**src/rtl/tdm_demux4.sv**
```systemverilog
// tdm_demux4 -- four-channel TDM demultiplexer (receive side of the 4:1 mux path).
// Aligns to a frame-sync marker, deserialises four WIDTH-bit slots (a, b, c, d,
// MSB first) from one serial wire and presents them in parallel once per frame.
//
// Ports:
//   clk, rst_n        clock, asynchronous active-low reset
//   in_valid          din/frame_sync are meaningful this cycle; low freezes all state
//   frame_sync        marks the first bit of slot a
//   din               serial data, MSB of each word first
//   out_a..out_d      channel words of the last completed frame
//   out_valid         one-cycle pulse when out_a..out_d update
//   slot              {s1,s2} of the slot the next accepted bit belongs to
//   locked            high while framed
//   sync_err          one-cycle pulse on an unexpected frame_sync while locked
module tdm_demux4 #(
   parameter int unsigned WIDTH = 8
) (
   input  logic             clk,
   input  logic             rst_n,
   input  logic             in_valid,
   input  logic             frame_sync,
   input  logic             din,
   output logic [WIDTH-1:0] out_a,
   output logic [WIDTH-1:0] out_b,
   output logic [WIDTH-1:0] out_c,
   output logic [WIDTH-1:0] out_d,
   output logic             out_valid,
   output logic [1:0]       slot,
   output logic             locked,
   output logic             sync_err
);

   localparam int unsigned CNT_W = $clog2(WIDTH);
   // The newest bit arrives on din, so only WIDTH-1 earlier bits need storage.
   localparam int unsigned SHR_W = WIDTH - 1;

   typedef enum logic {
      HUNT = 1'b0,
      RUN  = 1'b1
   } state_t;

   state_t           state, state_n;
   logic [CNT_W-1:0] cnt, cnt_n;
   logic [1:0]       slot_n;
   logic [SHR_W-1:0] shreg, shreg_n;
   logic [WIDTH-1:0] hold_a, hold_a_n;
   logic [WIDTH-1:0] hold_b, hold_b_n;
   logic [WIDTH-1:0] hold_c, hold_c_n;
   logic [WIDTH-1:0] out_a_n, out_b_n, out_c_n, out_d_n;
   logic             out_valid_n;
   logic             sync_err_n;
   logic             locked_n;

   logic [WIDTH-1:0] word;
   logic             last_bit;
   logic             frame_start;

   // State and output registers.
   always_ff @(posedge clk or negedge rst_n) begin
      if (!rst_n) begin
         state     <= HUNT;
         cnt       <= '0;
         slot      <= 2'b00;
         shreg     <= '0;
         hold_a    <= '0;
         hold_b    <= '0;
         hold_c    <= '0;
         out_a     <= '0;
         out_b     <= '0;
         out_c     <= '0;
         out_d     <= '0;
         out_valid <= 1'b0;
         sync_err  <= 1'b0;
         locked    <= 1'b0;
      end else begin
         state     <= state_n;
         cnt       <= cnt_n;
         slot      <= slot_n;
         shreg     <= shreg_n;
         hold_a    <= hold_a_n;
         hold_b    <= hold_b_n;
         hold_c    <= hold_c_n;
         out_a     <= out_a_n;
         out_b     <= out_b_n;
         out_c     <= out_c_n;
         out_d     <= out_d_n;
         out_valid <= out_valid_n;
         sync_err  <= sync_err_n;
         locked    <= locked_n;
      end
   end

   // Next-state, deserialiser and frame-assembly logic.
   always_comb begin
      state_n     = state;
      cnt_n       = cnt;
      slot_n      = slot;
      shreg_n     = shreg;
      hold_a_n    = hold_a;
      hold_b_n    = hold_b;
      hold_c_n    = hold_c;
      out_a_n     = out_a;
      out_b_n     = out_b;
      out_c_n     = out_c;
      out_d_n     = out_d;
      out_valid_n = 1'b0;
      sync_err_n  = 1'b0;

      word        = {shreg, din};
      last_bit    = (cnt == CNT_W'(WIDTH - 1));
      frame_start = (cnt == '0) && (slot == 2'b00);

      if (in_valid) begin
         case (state)
            HUNT: begin
               // Sync bit is the MSB of slot a; everything else is discarded.
               if (frame_sync) begin
                  shreg_n = word[SHR_W-1:0];
                  cnt_n   = CNT_W'(1);
                  slot_n  = 2'b00;
                  state_n = RUN;
               end
            end
            RUN: begin
               shreg_n = word[SHR_W-1:0];
               if (frame_sync && !frame_start) begin
                  // Realign: abandon the partial frame, this bit opens a new slot a.
                  sync_err_n = 1'b1;
                  cnt_n      = CNT_W'(1);
                  slot_n     = 2'b00;
               end else if (last_bit) begin
                  cnt_n  = '0;
                  slot_n = slot + 2'b01;
                  case (slot)
                     2'b00: hold_a_n = word;
                     2'b01: hold_b_n = word;
                     2'b10: hold_c_n = word;
                     default: begin
                        // Slot d completes the frame; it bypasses the holding stage.
                        out_a_n     = hold_a;
                        out_b_n     = hold_b;
                        out_c_n     = hold_c;
                        out_d_n     = word;
                        out_valid_n = 1'b1;
                     end
                  endcase
               end else begin
                  cnt_n = cnt + CNT_W'(1);
               end
            end
            default: state_n = HUNT;
         endcase
      end

      locked_n = (state_n == RUN);
   end

endmodule

```
**config.mk**
```make
export PLATFORM = sky130hd
export DESIGN_NAME = tdm_demux4
export DESIGN_NICKNAME = d
export VERILOG_FILES = /design/src/rtl/tdm_demux4.sv
export SDC_FILE = /design/constraint.sdc
export NUM_CORES = 1
export LEC_CHECK = 0
export CAP_MARGIN = 20
export CORE_ASPECT_RATIO = 1.5
export CORE_MARGIN = 2
export CORE_UTILIZATION = 45
export CTS_CLUSTER_DIAMETER = 50
export DETAILED_ROUTE_END_ITERATION = 10
export PLACE_DENSITY = 0.68
export SLEW_MARGIN = 25
export SYNTH_ARGS = -nofsm -noshare
export SYNTH_HDL_FRONTEND = slang
export SYNTH_SLANG_ARGS = --single-unit
```
**constraint.sdc**
```tcl
create_clock -name clk -period 2.59 [get_ports clk]
set_input_delay 0.777 -clock clk [delete_from_list [all_inputs] [get_ports clk]]
set_output_delay 0.777 -clock clk [all_outputs]
set_load 0.01 [all_outputs]
```
* Word level (Yosys, flattened, before mapping) *
Index checks and enable logic that the tools add are counted.

storage, ports and cells
  input bits = 5
  bits in read-only memories = 0
  output and inout port bits = 37
  logic and storage cells = 55
  register bits after elaboration = 71
  latch bits = 0
  memories = 0
  RAM bits = 0

cells by class
  divide/modulo/power cells = 0
  muxes and demuxes = 20
  shift operators = 0
  magnitude comparators = 0
  add/sub/neg operators = 2
  eq/ne operators = 5
  multiply operators = 0
  bitwise logic cells = 3
  reduce and logical (&&, ||, !) cells = 12

operator list
  cell                   number
  $reduce_and A5 Y1      4
  $pmux W7 S2            1
  $mux W1                10
  $mux W3                3
  $mux W7                1
  $mux W2                3
  $pmux W3 S2            1
  $pmux W2 S2            1
  $add A3 B1 Y3 const B  1
  $eq A3 B3 Y1 const B   1
  $logic_not A3 Y1       1
  $ne A3 B1 Y1 const B   1
  $not A1 Y1             3
  $reduce_and A3 Y1      1
  $reduce_or A3 Y1       1
  $add A2 B1 Y2 const B  1
  $eq A2 B1 Y1 const B   1
  $eq A2 B2 Y1 const B   1
  $logic_and A1 B1 Y1    2
  $logic_not A2 Y1       1
  $ne A2 B2 Y1 const B   1
  $reduce_and A2 Y1      1
  $logic_not A1 Y1       1

* Logic depth before layout (Yosys ltp) *
Gate-level depths: netlist (run 1).

  word-level depth = 7
  mapped depth = 6
  gate-level depth less buffers = 5

* Worst setup path before layout (run 1) *
OpenSTA, ideal clock, no wires.

  path type = input port to flip-flop
  start point = in frame_sync
  end point = reg shreg[2]
  setup slack = 0.620 ns
  library setup time = 0.125 ns
  buffers on the path = 2
  required time = 2.465 ns
  arrival time = 1.845 ns
  stages on the path = 4
  cells stage by stage = buf_2 -> o21ai_0 -> buf_2 -> mux2_2

on the way
  cells in the longest elaborated chain, start to end = 2

RTL lines
  what                                RTL line  source
  from (decl)                         21        input logic frame_sync,
  $ne A2 B2 Y1 (no source line)       n/a
  $reduce_and A2 Y1 (no source line)  n/a
  to (signal assigned)                79        shreg <= shreg_n;
  to (decl)                           45        logic [SHR_W-1:0] shreg, shreg_n;

Every way passes these cells.
A chain may end at the register's enable or synchronous reset.

* Worst setup path in the final report (run 1) *
  start point = reg slot[1]
  end point = out slot[1]

RTL lines
  what                    RTL line  source
  from (decl)             28        output logic [1:0] slot,
  from (signal assigned)  78        slot <= slot_n;

No word-level cell between the ends.

==> results of run 1 <==
## cells by family (layout without fill, tap and decap cells)
kind of cell,count (synthesis),after routing,share of synthesized area
AO/OA/AOI/OAI,14,14,0.05420
adder cells (fa/ha/maj),8,8,0.03441
buffers and inverters,13,75,0.02580
flip-flops,71,71,0.6108
multiplexers,63,63,0.2439
AND/OR/NAND/NOR,14,14,0.03097
## through the flow
step,power [mW],instances,hold slack (ps),utilization
after CTS,2.652,319,346.6,0.5930
after detailed placement,1.856,303,478.3,0.5634
after global placement,1.836,303,469.3,0.5634
final,2.625,319,336.5,0.5930
after global routing,2.777,319,347.4,0.5930
after floorplan,1.670,183,460.2,-
## power groups by stage
stage,clock [mW],sequential (mW),combinational [mW]
final,0.803,1.37,0.449
after global routing,0.870,1.41,0.502
after global placement,0,1.39,0.441
after CTS,0.815,1.38,0.459
after floorplan,0,1.37,0.302
after detailed placement,0,1.40,0.457
## worst register-to-register path, cell delays in order (launching register included)
cell and delay, ps:
dfrtp_1 420, inv_1 130, ha_1 270, nand3b_4 200, a211oi_4 330, buf_12 240
mux2_2 370
## sequential cells by signal, summed over array words and instances (netlist names)
name and count:
state 1, hold_b 8, out_c 8, shreg 7
out_valid 1, hold_c 8, out_d 8, cnt 3
sync_err 1, hold_a 8, out_b 8, out_a 8
slot 2
## routing by layer
| layer | share of wire | vias to the layer above |
|---|---|---|
| li1 | - | 766 |
| met1 | 0.45 | 862 |
| met2 | 0.50 | 34 |
| met3 | 0.035 | 5 |
| met4 | 0.015 | 0 |
| met5 | 0 | - |
## final cells by class
type	count	area, um^2
Multi-Input combinational cell	99	1057
Fill cell	508	2531
Timing Repair Buffer	52	550.5
Clock buffer	11	151.4
Inverter	7	26.28
Clock inverter	5	32.53
Tap cell	74	92.59
Sequential cell	71	1777
## final timing paths
kind	endpoint	slack, ps	cells past startpoint
max	slot[1]	470	1
min	out_a[7]	340	1
max reg2reg	out_c[3]	530	6
min reg2reg	out_a[7]	490	1
max in group asynchronous	out_a[0]	1660	2
min in group clk	out_a[7]	490	1
## Yosys cell counts, drive strengths merged (2+ instances only)
cell type  number  area share
inv             7      0.0090
a32o            2      0.0069
a211oi          4       0.028
dfrtp          71        0.61
buf             6       0.017
nand2           3      0.0039
ha              8       0.034
o21ai           2      0.0034
nand3           4      0.0069
mux2           63        0.24
==> results by group, run 1 <==
STA
  • Achievable frequency: 472.3 MHz
  • Least-Margin Pin Slew: 374.6 ps
  • Max transition margin: 0.7503
  • Fin. max-slew vios: 0
  • Setup TNS: 0 ps
  • RSZ-0062 raised after global routing: false
  • Setup ws final: 472.8 ps
  • Skew final: about 13 ps
  • Final min period: 2117 ps
  • Final Hold Fails: 0
  • Period utilization: 0.8175
  • Final setup fails: 0

Placed design
  • Input/output buffers: a little over 40
  • Pre-CTS WS: 132.6 ps
  • Post-DP HPWL: ~3.6 mm
  • Area after DPL: 0.003503 mm^2
  • GP Congestion: 0.7540

Routing
  • DR iter-0 viols: 67
  • Vias per cell: about 5.2
  • DR pass1 iterations: 4
  • Drt total wl: 5.143 mm
  • Routed Antenna Nets: 0
  • Vias: 1667
  • Drt wl/cell: 16.12 um
  • # DRC: 0

Critical path
  • WP data arrival: 1340 ps
  • CP endpoint kind: output pin
  • CP max-delay cell: clkdlybuf4s50_1
  • Delay-heaviest family, CP: buffers and inverters
  • Max FO, Critical Path: 6
  • Crit path from: slot[1]
  • Worst setup SP type: register
  • CP Data Required Time: 1810 ps
  • Worst Setup Path Type: register to output pin
  • CP bufs+invs: 1
  • CP max stage delay: 570 ps
  • Critical-path cell list: clkdlybuf4s50_1
  • FF-to-FF Start: slot[0]

Floorplanning
  • Die area: approximately 0.007 mm^2
  • DIE HEIGHT: 102.5 um
  • Row cnt: 35
  • Die X: approximately 70 um
  • I/O pins: 42
  • Effective utilization at floorplan: 0.4678
  • Core Box Area: about 0.0062 mm^2

Pwr
  • Power per standard cell area: 711.9 mW/mm^2
  • Sequential fraction of design power: 0.523
  • Clock share of power: 0.306
  • Peak VDD IR: 0.4707 mV
  • Psw: 0.7343 mW
  • Leakage: 1.745 nW
  • Net Sw Frac: 0.2797
  • Gate power share: 0.171
  • Internal: 1.891 mW

Global routing
  • M3 GR Usage: 0.05030
  • Vias in the first global route: 1696
  • GRT Resource Usage Total: 0.1619
  • Largest net degree at the start of global routing: 39
  • Initial antenna violation count: 0
  • Grt met2 use: 0.2574
  • First-pass GRT wire length: around 8.7 mm
  • Gr busiest metal: met2
  • Gr ovfl total: 0
  • Grt met1 use: 0.2105

Yosys
  • Post-synthesis sequential area ratio: 0.6108
  • EDFF count, synth: 0
  • Synth async-reset ratio: 1.000
  • Synthesis Warnings: 0
  • Syn_nets: 196
  • Synth Instances: between 150 and 200
  • Netlist cell types: 26
  • Ys flop type: dfrtp_1
  • Yosys reg bits: 71
  • Mapped Area: 0.002909 mm^2
  • Synthesized area per cell: ~16 um^2

Clock network
  • Clk buf depth: 2
  • Post-CTS sizing: 0
  • Total setup buffers inserted after CTS: 0
  • Clock Pin Slew Worst Setup and Hold Paths: 80 ps
  • # clock sinks: 71
  • Total CTS buffers: 9
  • H-tree level count: 3
  • Clk root buf: clkbuf_8
  • CTS tree: yes
  • Hold buffers post-CTS: 0
  • Worst skew pair latency: 340 ps

Run status
  • Status: finished clean

Run
  • Max_cap viols: 0

Cells and area
  • Fin nets: 253
  • Layout Area Growth over Synthesis: 26.75%
  • Most frequent cells in the layout: dfrtp_1 (71), mux2_2 (61), clkdlybuf4s50_1 (40), clkbuf_8 (11), ha_1 (8)
  • ANT cells: 0
  • Most common cell after layout, fill and taps aside: dfrtp_1
  • Final instance area: ~0.0037 mm^2
  • Share of post-route cells with drive strength above 1: 0.3918

Min path
  • Hold WC Path Type: input pin to async pin
(Power assumes the default switching activity.)
==> run 2, diff against run 1 <==
==> constraint.sdc (replaced) <==
create_clock -name clk -period 2 [get_ports clk]
set_input_delay 0.6 -clock clk [delete_from_list [all_inputs] [get_ports clk]]
set_output_delay 0.6 -clock clk [all_outputs]
set_load 0.01 [all_outputs]
==> results by group, run 2 (synthesis results as in run 1) <==
Floorplanning
  • Row cnt: 35
  • DIE HEIGHT: 102.5 um
  • Die area: 0.007137 mm^2
  • Core Box Area: 0.006218 mm^2
  • Die X: 69.65 um
  • I/O pins: 42
  • Effective utilization at floorplan: 0.4678

Critical path
  • Worst Setup Path Type: input pin to register
  • CP max stage delay: 530 ps
  • Max FO, Critical Path: 12
  • Worst setup SP type: input pin
  • CP endpoint kind: register
  • CP Data Required Time: 2220 ps
  • Critical-path cell list: clkdlybuf4s50_1 > nand3_1 > a211oi_4 > buf_4 > buf_12 > mux2_2
  • CP max-delay cell: clkdlybuf4s50_1
  • WP data arrival: 2150 ps

Clock network
  • H-tree level count: 3
  • Total CTS buffers: 9
  • # clock sinks: 71
  • CTS tree: yes
  • Clock Pin Slew Worst Setup and Hold Paths: about 70 ps
  • Clk buf depth: 2
  • Worst skew pair latency: 340 ps
  • Clk root buf: clkbuf_8

Placed design
  • Pre-CTS WS: -307.6 ps
  • Post-DP HPWL: 3.714 mm
  • Input/output buffers: 41
  • GP Congestion: roughly 0.78

Run status
  • Status: finished clean

Min path
  • Hold WC Path Type: input pin to async pin

Cells and area
  • ANT cells: 0
  • Fin nets: 265
  • Most common cell after layout, fill and taps aside: dfrtp_1
  • Share of post-route cells with drive strength above 1: 0.4319
  • Most frequent cells in the layout: dfrtp_1 (71), mux2_2 (61), clkdlybuf4s50_1 (38), buf_4 (15), clkbuf_8 (11)
  • Layout Area Growth over Synthesis: 33.08%
  • Filler cells: ~480

Routing
  • Vias: 1746
  • DR pass1 iterations: 4
  • Drt wl/cell: about 17 um
  • Routed Antenna Nets: 0
  • Vias per cell: 5.275
  • # DRC: 0
  • Drt total wl: 5.636 mm
  • DR iter-0 viols: 36

STA
  • Setup TNS: 0 ps
  • Achievable frequency: between 500 and 600 MHz
  • Period utilization: 0.9661
  • Final setup fails: 0
  • Skew final: approximately 4.5 ps
  • Max transition margin: 0.6973
  • Fin. max-slew vios: 0
  • Setup ws final: 67.76 ps
  • Least-Margin Pin Slew: 454.1 ps
  • Final min period: 1932 ps
  • Final Hold Fails: 0

Pwr
  • Leakage: 1.867 nW
  • Power per standard cell area: between 900 and 1000 mW/mm^2
  • Peak VDD IR: 0.8213 mV

Global routing
  • First-pass GRT wire length: 9.156 mm
  • Gr busiest metal: met2
  • Largest net degree at the start of global routing: 31
  • M3 GR Usage: 0.03945
  • GRT Resource Usage Total: 0.1694
  • Grt met1 use: 0.2186
  • Grt met2 use: 0.2737
  • Vias in the first global route: 1806
  • Gr ovfl total: 0
  • Initial antenna violation count: 0

Run
  • Max_cap viols: 0
-- run 2: where the power goes --
part / internal [mW] / switching [mW] / leakage (nW)
clock network: 0.768 / 0.529 / 0.112
logic: 0.382 / 0.311 / 0.796
registers: 1.63 / 0.140 / 0.960
-- run 2: repair_timing --
| item | CTS | global route |
|---|---|---|
| setup buffers | 0 | 2 |
| hold buffers | 0 | 0 |
| resized for setup | 0 | 6 |
| setup endpoints to repair | 0 | 49 |
-- run 2: worst max-delay path: cells and delay by family --
kind | cells | cell delay [ps]
multiplexers | 1 | 350
buffers and inverters | 3 | 840
AND/OR/NAND/NOR | 1 | 160
AO/OA/AOI/OAI | 1 | 200
-- run 2: final cells by class --
class | instances | area, um^2 | share of cell area
Timing Repair Buffer | 64 | 679.4 | 0.1755
Clock inverter | 5 | 80.08 | 0.02069
Multi-Input combinational cell | 99 | 1065 | 0.2750
Clock buffer | 11 | 151.4 | 0.03911
Inverter | 7 | 26.28 | 0.006787
Sequential cell | 71 | 1777 | 0.4590
Tap cell | 74 | 92.59 | 0.02392
-- run 2: final timing paths --
kind                                   to  slack [ps]      from  cells after the start
min in group clk                 out_a[7]         490  out_a[7]                      1
max in group asynchronous        out_c[5]        1240     rst_n                      2
worst max register to register  hold_a[3]          90    cnt[0]                      7
worst min-delay path               cnt[0]         200     rst_n                      1
worst max-delay path             out_c[5]          70  in_valid                      6
worst min register to register   out_a[7]         490  out_a[7]                      1
-- run 2: through the flow --
stage          instance area [um^2]  utilization  std cells  total power [mW]  hold WS [ps]
2_1_floorplan                  2909            -        183             2.163         304.4
3_3_place_gp                   3583       0.5763        312             2.468         469.2
3_5_place_dp                   3583       0.5763        312             2.496         482.0
4_1_cts                        3815       0.6135        328             3.786         214.5
5_1_grt                        3871       0.6225        331             3.965         225.1
6_report                       3871       0.6225        331             3.757         201.5
-- run 2: metal layers --
metal	share of wire	wire length [um]	up-vias
met4	0.012	65	0
met1	0.45	2511	915
met5	0	0	-
met3	0.037	208	4
met2	0.51	2851	38
li1	-	-	789
==> edit (config.mk and constraints of run 2) <==
The output `out_valid` loses its register stage (`out_valid` becomes a continuous assignment). Comments in the files are not updated.
--- a/src/rtl/tdm_demux4.sv
+++ b/src/rtl/tdm_demux4.sv
@@ -70,5 +70,4 @@
          out_c     <= '0;
          out_d     <= '0;
-         out_valid <= 1'b0;
          sync_err  <= 1'b0;
          locked    <= 1'b0;
@@ -85,9 +84,10 @@
          out_c     <= out_c_n;
          out_d     <= out_d_n;
-         out_valid <= out_valid_n;
          sync_err  <= sync_err_n;
          locked    <= locked_n;
       end
    end
+
+   assign out_valid = out_valid_n;
 
    // Next-state, deserialiser and frame-assembly logic.
Function: same outputs for any inputs over 10 cycles, from zero or initial values and one cycle with rst_n low; that may be too few to reach the edited logic, so the function may still have changed.
==> edit against run 2 <==
The run now ends with negative setup slack left. Sequential cell count fell by 1. Clock skew rose by 0.0026 ns. Combinational power rose by 40%. Synthesized cell count fell by 0.55%. Sequential share of layout area fell by 1.7 points. Clock power fell by 12%. Synthesized area fell by 0.86%. Routed wire length fell by 2.7%. Setup slack got worse by 0.20 ns. Power rose by 2.4%. Design area rose by 2.4%.
==> edit: results <==
[worst_setup_path]
reg2reg_depth = 9
slowest_delay_ns = 0.40
rrSetupSlack_ns = 0.04
crit_fanout = 2
startpoint_type = flop
cpMaxStageDelayCell = dfrtp_1
crit_path_start = slot[0]$_DFFE_PN0P_
endpoint = out_valid
crit_arrival_ns = 1.53
path_delay_family = flip-flops
r2r_end = out_b[5]$_DFFE_PN0P_
rr_startpoint = cnt[0]$_DFFE_PN0P_

[clocking]
post_cts_resized = 23
cts_max_level = 3
cts_root_buffer = clkbuf_8
clk_latency_ns = 0.34
path_clk_slew_ns = 0.07
cts_buffers = 9
postCtsSetupRepairBufs = 6
cts_buffer_depth = 2

[power_and_ir_drop]
p_leak_uw = 0.00188
irDropWorstVdd_v = 0.000517

[timing]
fin_hold_ws_ns = 0.265
fin_skew_ns = 0.00712
worst_slew_pin_slew_ns = 0.361
setup_violations = 1
worst_slack_ns = -0.133

[synthesis]
ys_async_sr_fraction_pct = 100
yosysSeqAreaShare_pct = 60.7
synth_common_cells = dfrtp_1 (70), mux2_2 (61), ha_1 (8)
synth_nets = 195
synth.area.top_cells = dfrtp_1 (61%), mux2_2 (24%), ha_1 (3.5%), a211oi_4 (2.8%), buf_6 (1.2%)
synthFlopType = dfrtp_1
yosys_warnings = 0
yosysUniqueCellTypes = 26

[routing]
drt_iter0_markers = 53
wl_per_cell_um = 16.0
drt_first_pass_iters = 4
via_per_inst = 5.07
antenna_left = 0

[min_path]
hold_path.class = input port to asynchronous set/reset pin

[grt]
grt_max_degree = 71
antenna_found_initial = 0
grt_usage_pct = 16.9
grt_pass1_wl_mm = 9.04
grt_pass1_vias = 1789

[cells_and_area]
antenna_cells = 0
nets = 277
drive_above_1_share_pct = 48.3

[place]
port_buffers = 41
gp_congestion = 0.746
dpl.hpwl_mm = 3.52
place_area_um2 = 3590

[run_status]
status = finished, violations left
violations = negative setup slack
-- edit: per-layer routing --
layer / global-route usage (%) / up-vias / part of all wire (%)
met5: 0 / - / 0
met3: 4.54 / 7 / 3.6
met1: 21.4 / 891 / 44
met4: 7.39 / 0 / 1.7
li1: - / 809 / -
met2: 27.7 / 33 / 51
-- edit: cell type report --
cell class / count / area, µm²
tap: 74 / 92.6
multi-input combinational: 99 / 1120
fill: 475 / 2210
inverter: 7 / 26.3
sequential: 70 / 1750
timing repair buffer: 77 / 773
clock buffer: 11 / 141
clock inverter: 5 / 58.8
-- edit: worst reg2reg max path: cells and delay by family (launching register included) --
kind,cells,cell delay [ns]
fa+ha+maj,2,0.28
mux,1,0.34
flops,1,0.38
simple gates,1,0.13
buf+inv,4,0.51
compound gates,1,0.22
-- edit: power breakdown --
group / leakage (µW) / internal, µW / switching, µW
Combinational: 0.000840 / 576 / 393
Sequential: 0.000946 / 1610 / 135
Clock: 0.0000955 / 610 / 526
Total: 0.00188 / 2790 / 1050
-- edit: through the flow --
step / setup TNS (ns) / total power, µW / setup WS, ns / cells / util (%)
final: -0.133 / 3850 / -0.133 / 343 / 64.2
after detailed placement: -20.50 / 2540 / -0.514 / 317 / 58.2
after global routing: -0.946 / 4040 / -0.214 / 343 / 64.2
after CTS: -0.398 / 3840 / -0.104 / 340 / 63.7
after floorplan: 0 / 2150 / 0.000173 / 182 / -
after global placement: -19.69 / 2520 / -0.489 / 317 / 58.2
-- edit: logic make-up (layout without fill, tap and decap cells) --
group | Yosys count | in the layout | synth area share, %
multiplexers | 63 | 63 | 24.6
adder cells (fa/ha/maj) | 8 | 8 | 3.47
buffers and inverters | 13 | 100 | 2.60
AO/OA/AOI/OAI | 14 | 14 | 5.47
AND/OR/NAND/NOR | 14 | 14 | 3.12
flip-flops | 70 | 70 | 60.7
